==> config.mk <==
export PLATFORM = sky130hd
export DESIGN_NAME = mul_issue_ctrl
export DESIGN_NICKNAME = d
export VERILOG_FILES = /design/src/rtl/mul_issue_ctrl.sv
export SDC_FILE = /design/constraint.sdc
export NUM_CORES = 1
export LEC_CHECK = 0
export CORE_MARGIN = 1.5
export CORE_UTILIZATION = 51
export DETAILED_ROUTE_END_ITERATION = 6
export PLACE_DENSITY = 0.86
export SETUP_SLACK_MARGIN = 0.15
export SKIP_LAST_GASP = 1
export SLEW_MARGIN = 20
export SYNTH_ARGS = -nofsm -noshare
export SYNTH_HDL_FRONTEND = slang
export SYNTH_SLANG_ARGS = --single-unit
==> constraint.sdc <==
create_clock -name clk -period 2.72 [get_ports clk]
set_input_delay 0.544 -clock clk [delete_from_list [all_inputs] [get_ports clk]]
set_output_delay 0.544 -clock clk [all_outputs]
set_load 0.05 [all_outputs]
==> src/rtl/mul_issue_ctrl.sv <==
// Valid/ready issue controller for the iterative Booth multiplier datapath, with a hold register
// and an output register. Optional zero-operand bypass is enabled by defining MUL_ZERO_BYPASS_EN.
module mul_issue_ctrl #(
  parameter int unsigned WIDTH = 16,
  parameter int unsigned TAG_W = 4
) (
  input  logic                 clk,
  input  logic                 rst_n,
  input  logic                 s_valid,
  output logic                 s_ready,
  input  logic [WIDTH-1:0]     s_a,
  input  logic [WIDTH-1:0]     s_b,
  input  logic [TAG_W-1:0]     s_tag,
  output logic                 m_valid,
  input  logic                 m_ready,
  output logic [2*WIDTH-1:0]   m_product,
  output logic [TAG_W-1:0]     m_tag,
  output logic                 mul_start,
  output logic [WIDTH-1:0]     mul_a,
  output logic [WIDTH-1:0]     mul_b,
  input  logic                 mul_done,
  input  logic [2*WIDTH-1:0]   mul_product,
  output logic                 err_o
);

  typedef enum logic [2:0] {
    StIdle,
    StStart,
    StBusy,
    StCapt,
    StHold
  } state_e;

  state_e               state_q;
  logic                 s_ready_q;
  logic                 mul_start_q;
  logic [WIDTH-1:0]     mul_a_q;
  logic [WIDTH-1:0]     mul_b_q;
  logic [TAG_W-1:0]     tag_q;
  logic [2*WIDTH-1:0]   hold_prod_q;
  logic [TAG_W-1:0]     hold_tag_q;
  logic                 out_valid_q;
  logic [2*WIDTH-1:0]   out_prod_q;
  logic [TAG_W-1:0]     out_tag_q;
  logic                 err_q;

  logic                 out_pop;
  logic                 done_err;
  logic [2*WIDTH-1:0]   capt_prod;

  assign out_pop = out_valid_q && m_ready;

  // mul_done is only legal while waiting in BUSY, and never alongside the start pulse.
  assign done_err = mul_done && ((state_q != StBusy) || mul_start_q);

`ifdef MUL_ZERO_BYPASS_EN
  logic zero_q;
  logic zero_in;

  assign zero_in   = (s_a == '0) || (s_b == '0);
  assign capt_prod = zero_q ? '0 : mul_product;
`else
  assign capt_prod = mul_product;
`endif

  always_ff @(posedge clk or negedge rst_n) begin
    if (!rst_n) begin
      state_q     <= StIdle;
      s_ready_q   <= 1'b1;
      mul_start_q <= 1'b0;
      mul_a_q     <= '0;
      mul_b_q     <= '0;
      tag_q       <= '0;
      hold_prod_q <= '0;
      hold_tag_q  <= '0;
      out_valid_q <= 1'b0;
      out_prod_q  <= '0;
      out_tag_q   <= '0;
      err_q       <= 1'b0;
`ifdef MUL_ZERO_BYPASS_EN
      zero_q      <= 1'b0;
`endif
    end else begin
      mul_start_q <= 1'b0;
      if (out_pop) begin
        out_valid_q <= 1'b0;
      end
      if (done_err) begin
        err_q <= 1'b1;
      end

      unique case (state_q)
        StIdle: begin
          if (s_valid) begin
            mul_a_q   <= s_a;
            mul_b_q   <= s_b;
            tag_q     <= s_tag;
            s_ready_q <= 1'b0;
`ifdef MUL_ZERO_BYPASS_EN
            zero_q    <= zero_in;
            if (zero_in) begin
              state_q <= StCapt;
            end else begin
              state_q     <= StStart;
              mul_start_q <= 1'b1;
            end
`else
            state_q     <= StStart;
            mul_start_q <= 1'b1;
`endif
          end
        end

        StStart: begin
          state_q <= StBusy;
        end

        StBusy: begin
          if (mul_done) begin
            state_q <= StCapt;
          end
        end

        StCapt: begin
          // The output register is free if empty or being drained on this very edge.
          if (!out_valid_q || m_ready) begin
            out_prod_q  <= capt_prod;
            out_tag_q   <= tag_q;
            out_valid_q <= 1'b1;
            s_ready_q   <= 1'b1;
            state_q     <= StIdle;
          end else begin
            hold_prod_q <= capt_prod;
            hold_tag_q  <= tag_q;
            state_q     <= StHold;
          end
        end

        StHold: begin
          if (out_pop) begin
            out_prod_q  <= hold_prod_q;
            out_tag_q   <= hold_tag_q;
            out_valid_q <= 1'b1;
            s_ready_q   <= 1'b1;
            state_q     <= StIdle;
          end
        end

        default: begin
          state_q   <= StIdle;
          s_ready_q <= 1'b1;
        end
      endcase
    end
  end

  assign s_ready   = s_ready_q;
  assign mul_start = mul_start_q;
  assign mul_a     = mul_a_q;
  assign mul_b     = mul_b_q;
  assign m_valid   = out_valid_q;
  assign m_product = out_prod_q;
  assign m_tag     = out_tag_q;
  assign err_o     = err_q;

endmodule

After elaboration in Yosys (flattened, before gate mapping)
Index checks and enable logic that the tools add are counted.

Eq/ne operators: 9. Mux-type cells: 21. Bitwise logic cells: 2. Reduce and logical (&&, ||, !) cells: 13.

Operators by type and width (count): $mux 32 (2); $pmux 32 s2 (1); $pmux 3 s5 (1); $mux 3 (4); $mux 1 (8); $mux 4 (2); $ne 2x2->1 const B (4); $pmux 4 s2 (1); $eq 3x2->1 const B (2); $reduce_and 3->1 (2); $pmux 1 s4 (1); $reduce_and 2->1 (2); $reduce_and 4->1 (1); $eq 3x1->1 const B (1); $eq 3x3->1 const B (1); $logic_not 3->1 (1); $ne 3x2->1 const B (1); $logic_and 1x1->1 (2); $logic_or 1x1->1 (2); $not 1->1 (2); $pmux 1 s2 (1); $reduce_bool 2->1 (1); $reduce_or 2->1 (1); $logic_not 1->1 (1).

Register bits after elaboration: 115. Input port bits: 73. Word-level logic and storage cells: 57.

Depth between registers and ports, before layout
Word-level depth: 4. Depth in mapped cells: 6.

Worst setup path after synthesis
Ideal clock, no wire load.

Kind: reg-to-reg. Start point: register state_q[0]. End point: register out_prod_q[24] (netlist: m_product[24]). Setup time: 128 ps. Arrival: 1736 ps. Required time: 2592 ps. Path slack: 856 ps. Stages on the path, launching flop included: 6. Clock period less this slack: 1864 ps. Cell sequence: dfrtp_1 -> or3b_1 -> buf_4 -> o211ai_4 -> buf_8 -> mux2_1.

Longest elaborated chain between the ends: 3. Elaborated cells between the ends (all ways): 7.

Ends and longest elaborated chain: start: declaration (line 34) `state_e state_q;`; start signal: assignment (line 68) `state_q <= StIdle;`; start signal: assignment (line 108) `state_q <= StStart;`; start signal: assignment (line 115) `state_q <= StBusy;`; $eq 3x2->1 / $eq 3x3->1 (equally long branches) (line 92) `unique case (state_q)`; $ne 2x2->1 (no line) / $reduce_bool 2->1 (equally long branches); $reduce_and 3->1 (no line); end signal: assignment (line 127) `out_prod_q <= capt_prod;`; end signal: assignment (line 141) `out_prod_q <= hold_prod_q;`; end: declaration (line 43) `logic [2*WIDTH-1:0] out_prod_q;`.

Parallel ways exist; a longest one is shown, timed or not. A chain may end at the register's enable or synchronous reset.

Worst setup path in the final report
Start point: register s_ready_q (netlist: s_ready). End point: output port s_ready.

RTL lines: start: declaration (line 35) `logic s_ready_q;`; start signal: assignment (line 69) `s_ready_q <= 1'b1;`; start signal: assignment (line 98) `s_ready_q <= 1'b0;`; start signal: assignment (line 130) `s_ready_q <= 1'b1;`; end: declaration (line 10) `output logic s_ready,`.

No word-level cell between the ends.

==> results_dict.tcl <==
set metrics [dict create \
    startpoint "s_ready$_DFFE_PN1P_" \
    synthTopCellsByArea "dfrtp_1, mux2_2, mux2_4" \
    antenna_found_initial 0 \
    synth_common_cells "dfrtp_1, mux2_2, mux2_4, buf_2" \
    startpoint_type "register" \
    io_pins 145 \
    cts-hold-fix-buffers 0 \
    grt_pass1_wl_um 16900 \
    final_antenna_net_count 0 \
    gr-total-overflow 0 \
    synth_warnings 0 \
    cts_resized 0 \
    grt_pass1_vias 3353 \
    diodes 0 \
    clock.fmax_ghz 0.419 \
    cts_tree "built" \
    wl_per_cell_um 17.5 \
    final_nets 528 \
    path_cells "clkdlybuf4s50_1" \
    cp.arrival_ns 1.84 \
    hold_class "in -> async" \
    p_per_area_nw_per_um2 1450 \
    period_needed_ns 2.38 \
    grt_usage_pct 21.9 \
    rows 35 \
    netlist_instances 302 \
    cp_top_family "buffers and inverters" \
    critPathMaxStageDelay_ns 0.81 \
    start_util_pct 52.9 \
    vias 3093 \
    clock_latency_ns 0.49 \
    power_mw 10.3 \
    slowest_stage "clkdlybuf4s50_1" \
    fin_skew_ns 0.00603 \
    maxSlewViolCount 0 \
    finalHoldViolations 0 \
    avgViaCountPerCell 5.18 \
    setup_viol 0 \
    drv_cap 0 \
    gp_congestion 0.705 \
    syn_nets 375 \
    synth_area_leader_cell "dfrtp_1" \
    netlist_area_um2 4940 \
    worstPathRequired_ns 2.18 \
    die_width_um 101 \
    rsz0062_at_grt "no" \
    cts_sinks 115 \
    drive_above_1_share_pct 40.4 \
    clockBufferDepth 2 \
    synthFlopType "dfrtp_1" \
    grt_max_degree 52 \
    dieArea_um2 10300 \
    place_hpwl_um 6870 \
    first_pass_iters 4 \
    r2r-start "state_q[2]$_DFFE_PN0P_" \
    io_buffers 144 \
    ctsRootBufferMaster "clkbuf_8" \
    synth-seq-area-share_pct 58.3 \
    syn_avg_cell_area_um2 16.4 \
    yosys.area.top_type_share_pct 57.8 \
    initialDrtViolationCount 88 \
    critPathMaxFanout 3 \
    dp_cells 565 \
    crit_type "reg -> out" \
    worst-path-buf-inv 1 \
    htreeDepth 4 \
    syn_to_final_growth_pct 43.9 \
    core_area_um2 9330 \
    crit_path_end_kind "output port" \
    cts-buffers-inserted 17 \
    fin_crit_sh_pct 87.7 \
    p_leak_nw 3.06 \
    vdd_drop_max_mv 0.719 \
    synthDistinctLibCells 27 \
    die_y_um 101 \
    fin_cells 597 \
    tns_ns 0 \
    post-cts-setup-buffer-count 0 \
    synthArstFlopShare_pct 100 \
    drt_wl_total_um 10400 \
    synth-edff-count 0 \
    drc_errors 0 \
    worstMarginPinSlew_ns 0.667 \
    relSlewSlack_pct 55.5 \
    ys_ff_latch 115 \
    cts.clk_slew.worst_paths_ns 0.06 \
    status "finished, final reports clean" \
]
-- layer usage --
| layer | wire length (um) | track usage (%) |
|---|---|---|
| met1 | 4350 | 26.6 |
| met2 | 5490 | 37.3 |
| met3 | 434 | 5.80 |
| met4 | 163 | 8.97 |
| met5 | 0 | 0 |
-- power breakdown --
group	internal (mW)	switching [mW]	total, mW
registers	2.58	0.517	3.10
clock network	1.49	0.759	2.25
logic	2.17	2.79	4.96
total	6.24	4.07	10.3
-- cell families after synthesis --
logic type                Yosys count  synth area share, %
xor gates and xnor gates            1                0.177
muxes                             145                 35.2
and+or+nand+nor                    16                 2.36
DFF                               115                 58.3
buffers and inverters              18                 2.63
AOI/OAI and AO/OA                   7                 1.29
-- state kept, by name, summed over array words and instances, names as in the netlist --
name	flops
s_ready	1
m_product	32
m_tag	4
err_o	1
mul_start	1
mul_a	16
mul_b	16
hold_tag_q	4
hold_prod_q	32
state_q	3
m_valid	1
tag_q	4
-- per-stage QoR --
| step | hold WS (ns) | setup WS, ns | utilization, % | instance area [um^2] |
|---|---|---|---|---|
| after detailed placement | 0.455 | 0.432 | 69.7 | 6500 |
| after floorplan | 0.248 | 0.856 | - | 4940 |
| after CTS | 0.0819 | 0.302 | 76.2 | 7110 |
| final | 0.0740 | 0.335 | 76.2 | 7110 |
| after global placement | 0.440 | 0.467 | 69.7 | 6500 |
| after global routing | 0.104 | 0.278 | 76.2 | 7110 |
-- layout make-up --
class                   instances  area, um^2
flip-flops and latches        115        2880
multi-input cells             169        1940
repair buffers                152        1520
well taps                     129         161
clock buffers                  19         422
clock inverters                13         184
fillers                       591        2220
-- worst paths after layout --
check / to / slack [ns] / cells after the start
setup reg to reg: m_product[31]$_DFFE_PN0P_ / 0.57 / 4
max in group asynchronous: mul_a[1]$_DFFE_PN0P_ / 1.90 / 2
min in group clk: err_o$_DFFE_PN0P_ / 0.48 / 1
hold / removal: mul_b[11]$_DFFE_PN0P_ / 0.07 / 1
hold reg to reg: err_o$_DFFE_PN0P_ / 0.48 / 1
setup / recovery: s_ready / 0.34 / 1
-- layout by cell type, fill, tap and decap left out, types with 3 or more instances in the layout --
master           instances
clkdlybuf4s50_1        143
mux2_2                 114
dfrtp_1                114
mux2_4                  29
clkbuf_16               16
buf_4                    7
a21o_1                   4
bufinv_16                4
clkinv_2                 3
clkinvlp_4               3
(Power assumes the default switching activity.)
